<file path="config.mk">
export PLATFORM = sky130hd
export DESIGN_NAME = wb_mem
export DESIGN_NICKNAME = d
export VERILOG_FILES = /design/src/rtl/wb_mem_pkg.sv /design/src/rtl/lfsr16.sv /design/src/rtl/wb_mem.sv
export SDC_FILE = /design/constraint.sdc
export NUM_CORES = 2
export LEC_CHECK = 0
export BUFFER_PORTS_ARGS = -buffer_cell sky130_fd_sc_hd__buf_4
export CORE_UTILIZATION = 45
export DETAILED_ROUTE_END_ITERATION = 7
export SETUP_SLACK_MARGIN = 0.05
export SLEW_MARGIN = 20
export SYNTH_ARGS = -nofsm -noshare
export SYNTH_HDL_FRONTEND = slang
export SYNTH_SLANG_ARGS = --single-unit
</file>
<file path="constraint.sdc">
create_clock -name clk_i -period 4 [get_ports clk_i]
set_clock_uncertainty 0.15 [all_clocks]
set_input_delay 0.6 -clock clk_i [delete_from_list [all_inputs] [get_ports clk_i]]
set_output_delay 0.6 -clock clk_i [all_outputs]
set_load 0.01 [all_outputs]
</file>
<file path="src/rtl/wb_mem_pkg.sv">
`default_nettype none
// +--------------------------------------------------------------------+
// | wb_mem_pkg: shared constants, response record and LFSR helper      |
// | Revision: 1.0                                                      |
// +--------------------------------------------------------------------+
package wb_mem_pkg;

  localparam logic [15:0] C_LFSR_SEED     = 16'hACE1;
  localparam logic [15:0] C_LFSR_TAPS     = 16'hB400;
  localparam int          C_MAX_DATA_SIZE = 64;

  // Upper data bits beyond the instance width stay zero and are trimmed away.
  typedef struct packed {
    logic                       valid;
    logic [C_MAX_DATA_SIZE-1:0] data;
  } resp_t;

  // Tap k of the right-shifting Fibonacci register feeds from state bit 16-k.
  function automatic logic lfsr_feedback(input logic [15:0] s);
    logic fb;
    fb = 1'b0;
    for (int k = 0; k < 16; k++) begin
      if (C_LFSR_TAPS[15-k]) fb = fb ^ s[k];
    end
    return fb;
  endfunction

endpackage
`default_nettype wire

</file>
<file path="src/rtl/lfsr16.sv">
`default_nettype none
// +--------------------------------------------------------------------+
// | lfsr16: free-running 16-bit Fibonacci LFSR, reset to the seed      |
// | Revision: 1.0                                                      |
// +--------------------------------------------------------------------+
module lfsr16
  import wb_mem_pkg::*;
(
  input  logic        clk_i,
  input  logic        rst_i,
  output logic [15:0] lfsr_o
);

  logic [15:0] lfsr_q;
  logic [15:0] lfsr_d;

  always_comb begin
    lfsr_d = {lfsr_feedback(lfsr_q), lfsr_q[15:1]};
  end

  always_ff @(posedge clk_i or posedge rst_i) begin
    if (rst_i) begin
      lfsr_q <= C_LFSR_SEED;
    end else begin
      lfsr_q <= lfsr_d;
    end
  end

  assign lfsr_o = lfsr_q;

endmodule
`default_nettype wire

</file>
<file path="src/rtl/wb_mem.sv">
`default_nettype none
// +--------------------------------------------------------------------+
// | wb_mem: pipelined WISHBONE memory slave, fixed-latency responses   |
// | Revision: 1.0                                                      |
// +--------------------------------------------------------------------+
module wb_mem
  import wb_mem_pkg::*;
#(
  parameter int G_ADDR_SIZE = 8,
  parameter int G_DATA_SIZE = 16,
  parameter int G_LATENCY   = 2,
  parameter bit G_STALL_EN  = 1'b0
) (
  input  logic                   clk_i,
  input  logic                   rst_i,
  input  logic                   wb_cyc_i,
  input  logic                   wb_stb_i,
  output logic                   wb_stall_o,
  input  logic [15:0]            wb_addr_i,
  input  logic                   wb_we_i,
  input  logic [G_DATA_SIZE-1:0] wb_dat_i,
  output logic                   wb_ack_o,
  output logic [G_DATA_SIZE-1:0] wb_data_o
);

  localparam int C_LAST = G_LATENCY - 1;

  logic [G_DATA_SIZE-1:0] mem_q [2**G_ADDR_SIZE];
  resp_t                  pipe_q [G_LATENCY];
  resp_t                  pipe_d [G_LATENCY];
  logic                   stall;
  logic                   accept;
  logic [G_ADDR_SIZE-1:0] addr;

  assign addr   = wb_addr_i[G_ADDR_SIZE-1:0];
  assign accept = wb_cyc_i & wb_stb_i & ~stall;

  generate
    if (G_STALL_EN) begin : g_stall
      logic [15:0] lfsr;
      logic        unused_lfsr;
      lfsr16 u_lfsr (
        .clk_i  (clk_i),
        .rst_i  (rst_i),
        .lfsr_o (lfsr)
      );
      assign stall       = lfsr[0] & lfsr[1];
      assign unused_lfsr = ^lfsr[15:2];
    end else begin : g_no_stall
      assign stall = 1'b0;
    end

    if (G_ADDR_SIZE < 16) begin : g_addr_wrap
      logic unused_addr;
      assign unused_addr = ^wb_addr_i[15:G_ADDR_SIZE];
    end
  endgenerate

  always_ff @(posedge clk_i) begin
    if (accept && wb_we_i && !rst_i) begin
      mem_q[addr] <= wb_dat_i;
    end
  end

  // Dropping cyc flushes everything in flight, so no stale ack leaks out.
  always_comb begin
    pipe_d[0]       = '0;
    pipe_d[0].valid = accept;
    if (accept && !wb_we_i) begin
      pipe_d[0].data[G_DATA_SIZE-1:0] = mem_q[addr];
    end
    for (int i = 1; i < G_LATENCY; i++) begin
      pipe_d[i] = pipe_q[i-1];
      if (!wb_cyc_i) pipe_d[i].valid = 1'b0;
    end
  end

  always_ff @(posedge clk_i or posedge rst_i) begin
    if (rst_i) begin
      for (int i = 0; i < G_LATENCY; i++) pipe_q[i] <= '0;
    end else begin
      for (int i = 0; i < G_LATENCY; i++) pipe_q[i] <= pipe_d[i];
    end
  end

  logic unused_resp;
  assign unused_resp = ^pipe_q[C_LAST].data;

  assign wb_stall_o = stall;
  assign wb_ack_o   = pipe_q[C_LAST].valid;
  assign wb_data_o  = pipe_q[C_LAST].data[G_DATA_SIZE-1:0];

endmodule
`default_nettype wire

</file>
==> reports/metrics.csv <==
stage,metric,value,unit
power,Pwr Density,492,nW/um^2
synthesis,flip-flop and latch count after synthesis,4130,
synthesis,"area leader, netlist",sky130_fd_sc_hd__edfxtp_1,
worst_setup_path,worst setup path class,input pin to flop,
cts,number of buffers created by CTS,411,
cells_and_area,final design utilization,52.2,%
synthesis,number of different library cells in the post-synthesis netlist,53,
timing,slew at the pin with the worst max-slew slack,1.27,ns
cells_and_area,"leading cell types in the layout, fill and taps excluded","4096 x sky130_fd_sc_hd__edfxtp_1, 846 x sky130_fd_sc_hd__mux4_2, 670 x sky130_fd_sc_hd__buf_4, 414 x sky130_fd_sc_hd__clkbuf_16, 332 x sky130_fd_sc_hd__mux2i_1",
floorplanning,core region area,349000,um^2
synthesis,main area contributors after synthesis,"sky130_fd_sc_hd__edfxtp_1 78%, sky130_fd_sc_hd__mux4_2 12%, sky130_fd_sc_hd__mux2i_1 2.1%",
floorplanning,starting utilization of the core area,45.2,%
worst_setup_path,crit path capture type,flop,
power,static leakage power,58.4,nW
timing,"Hold Violations, Final",1,
timing,peak clock frequency supported by timing,314,MHz
worst_setup_path,required arrival time at the worst endpoint,4.68,ns
cts,level count of the clock H-tree,5,
min_path,worst min-delay path endpoint,mem_q[110][1],
placement,routability congestion estimate from global placement,0.894,
min_path,cell depth of the worst hold path,1,
route,final WL,420,mm
worst_setup_path,Max stage delay on crit path,0.47,ns
worst_setup_path,critical register-to-register path startpoint,mem_q[87][12],
timing,post-route clock period utilization,79.6,%
synthesis,Synth Net Count,7357,
cells_and_area,fill cell instance count of the final layout,26900,
worst_setup_path,R2R Setup Slk,1.00,ns
cells_and_area,number of non-filler instances in the completed layout,13000,
synthesis,most instantiated flip-flop cell in the synthesis netlist,sky130_fd_sc_hd__edfxtp_1,
route,routed via count,78600,
worst_setup_path,data arrival time at the worst-slack endpoint,3.87,ns
synthesis,summed instance area of the synthesized netlist,158000,um^2
cts,total clock sinks,4130,
floorplanning,Die Wd,595,um
status,violations in the final reports,hold timing,
status,run status,"complete, but fails checks",
worst_setup_path,type of element launching the critical path,input pin,
cts,Clock Latency Late Sink,0.99,ns
placement,I/O Buffers,45,
worst_setup_path,R2R cell count,7,
cts,CTS max path bufs,4,
cells_and_area,area overhead of the layout relative to synthesis,15.5,%
cts,clock slew at the register clock pins of the worst setup and hold paths,0.06,ns
route,met1 routed wirelength after detailed routing,169,mm
floorplanning,I/O pins,55,
global_routing,GRT Resource Usage Total,23.5,%
route,DRC violations left,0,
route,detailed-route wire length per cell,32.2,um
cells_and_area,share of final-layout standard cells stronger than drive strength 1,28.2,%
route,number of detailed-route iterations in the first pass,6,
cts,library cell used as clock root buffer,sky130_fd_sc_hd__clkbuf_16,
cells_and_area,post-route cell area,182000,um^2
timing,RSZ-0062 raised after global routing,false,
cts,post-CTS resize count,0,
synthesis,area fraction of the dominant cell type after synthesis,77.8,%
worst_setup_path,total buffers and inverters traversed by the critical path,3,
route,average via count per standard cell,6.03,
synthesis,count of yosys warnings during synthesis,0,
route,Final ANT Viol Nets,0,
power,peak supply drop,399,uV
worst_setup_path,list of cells traversed by the critical path,"buf_8, buf_12, mux4_2, a32oi_1, nand4_1, buf_4, a211oi_1, a21o_1, o311ai_1",
synthesis,number of synthesized flops with an enable pin,4096,
worst_setup_path,largest driver fanout on the critical path,48,
synthesis,Gate Count Post-Synth,7320,
placement,post-detailed-placement cell area,169000,um^2
global_routing,largest net degree at the start of global routing,126,
floorplanning,die outline height,595,um
route,length of routed met2 wiring,199,mm
route,detailed router's first-iteration violation count,9802,
global_routing,global-route wire length before repair,592,mm
worst_setup_path,Top delay family on crit path,compound AO/OA/AOI/OAI gates,
worst_setup_path,CP Depth,9,
floorplanning,area of the die,354000,um^2
min_path,worst hold path startpoint,wb_dat_i[1],
timing,worst hold-check slack,-0.00320,ns
global_routing,GRT overflow,0,
min_path,kind of path behind the tightest hold check,input pin to flop,
timing,normalized max-slew margin,15.6,%
timing,worst-case setup margin in the final layout,0.814,ns
timing,setup violators final,0,
synthesis,Mean Syn Cell Area,21.6,um^2
worst_setup_path,r2r endpoint,pipe_d[12],
floorplanning,standard-cell rows,217,
global_routing,antenna violations before repair,25,
cells_and_area,most frequent standard cell in the layout excluding fill and tap cells,sky130_fd_sc_hd__edfxtp_1,
cts,clock tree from TritonCTS,yes,
worst_setup_path,library cell contributing the largest single delay on the critical path,sky130_fd_sc_hd__a32oi_1,
timing,"Slew Viols, Final",0,
placement,post-detail-place hpwl,256,mm
synthesis,proportion of synthesized chip area in sequential cells,78.4,%
placement,Setup Slack @ Placement,-0.132,ns
route,routed wl met3,34.9,mm
cells_and_area,number of nets in the layout,8127,
placement,DP Cell Count,12300,
timing,final period demand of the worst path,3.19,ns
synthesis,Post-synth ARST share,0.823,%
run,count of max-cap constraint violations,0,
route,highest metal layer used by the detailed router,met5,
global_routing,number of global-route vias before repair,78100,
area by class of cell:
cell class	instances	area, um^2	share of cell area (%)
antenna	17	42.5	0.0233
clock buffer	508	10700	5.89
clock inverter	242	2380	1.30
inverter	5	21.3	0.0117
multi-input combinational	2734	32100	17.6
sequential	4130	124000	67.9
tap	4599	5750	3.15
timing repair buffer	808	7640	4.19
flip-flops by register name, indices dropped and copies added (netlist names):
| signal | cells |
|---|---|
| mem_q | 4096 |
| pipe_d | 16 |
| pipe_q | 1 |
| wb_ack_o | 1 |
| wb_data_o | 16 |
cells by family after synthesis:
family,share of synthesized area [%]
DFF,78.4
and+or+nand+nor,1.90
buffers and inverters,1.44
other,0.00237
muxes,15.0
AOI/OAI and AO/OA,3.24
cell usage after synthesis (16+ instances only):
| cell | n |
|---|---|
| sky130_fd_sc_hd__a21o_1 | 30 |
| sky130_fd_sc_hd__a21oi_1 | 128 |
| sky130_fd_sc_hd__a221oi_1 | 60 |
| sky130_fd_sc_hd__a22oi_1 | 223 |
| sky130_fd_sc_hd__a32oi_1 | 32 |
| sky130_fd_sc_hd__and3_1 | 19 |
| sky130_fd_sc_hd__buf_1 | 37 |
| sky130_fd_sc_hd__buf_2 | 117 |
| sky130_fd_sc_hd__buf_4 | 60 |
| sky130_fd_sc_hd__buf_6 | 26 |
| sky130_fd_sc_hd__clkbuf_1 | 210 |
| sky130_fd_sc_hd__dfrtp_1 | 34 |
| sky130_fd_sc_hd__edfxtp_1 | 4096 |
| sky130_fd_sc_hd__mux2_2 | 124 |
| sky130_fd_sc_hd__mux2i_1 | 332 |
| sky130_fd_sc_hd__mux4_2 | 846 |
| sky130_fd_sc_hd__nand2_1 | 220 |
| sky130_fd_sc_hd__nand3_1 | 38 |
| sky130_fd_sc_hd__nand4_1 | 61 |
| sky130_fd_sc_hd__nor2_1 | 306 |
| sky130_fd_sc_hd__nor2b_1 | 21 |
| sky130_fd_sc_hd__o211ai_1 | 16 |
| sky130_fd_sc_hd__o21ai_0 | 61 |
| sky130_fd_sc_hd__o221ai_1 | 18 |
| sky130_fd_sc_hd__o22ai_1 | 94 |
| sky130_fd_sc_hd__o311ai_1 | 17 |
metrics by stage:
| stage | total power [W] | hold slack [ns] | TNS (ns) |
|---|---|---|---|
| 2_1_floorplan | 0.0506 | 0.181 | 0 |
| 3_3_place_gp | 0.0529 | 0.190 | -0.111 |
| 6_report | 0.0897 | -0.00320 | 0 |
| 4_1_cts | 0.0903 | 0.0209 | 0 |
| 5_1_grt | 0.0920 | 0.0215 | 0 |
| 3_5_place_dp | 0.0529 | 0.187 | -0.132 |
worst reg2reg max path, delay by kind of cell, from the launching register on:
family / cells / cell delay (ns)
buffers and inverters: 1 / 0.29
DFF: 1 / 0.36
and+or+nand+nor: 1 / 0.32
AOI/OAI and AO/OA: 4 / 1.25
muxes: 1 / 0.50
report_power, final:
part	switching [W]	internal (W)
clock network	0.0162	0.0215
logic	0.00282	0.00158
registers	0.0000265	0.0476
total	0.0190	0.0707
metal layers:
layer	GRT usage, %	vias up
li1	-	32400
met1	33.3	42100
met2	37.1	3521
met3	3.82	647
met4	8.52	4
met5	0	-
how the worst max path moves through the flow:
stage	from	end	slack, ns
after floorplan	rst_i	mem_q[200][0]	0.44
after global placement	wb_addr_i[0]	pipe_d[12]	-0.11
after detailed placement	wb_addr_i[0]	pipe_d[12]	-0.13
after CTS	wb_addr_i[0]	pipe_d[12]	0.92
after global routing	wb_addr_i[0]	pipe_d[12]	0.84
final	wb_addr_i[1]	pipe_d[12]	0.81
repair_timing:
item                                   in CTS  in global routing
endpoints found under the hold margin     189                  0
setup buffers                               0                  0
hold buffers                                8                  0
Power figures use the tool's default switching activity.
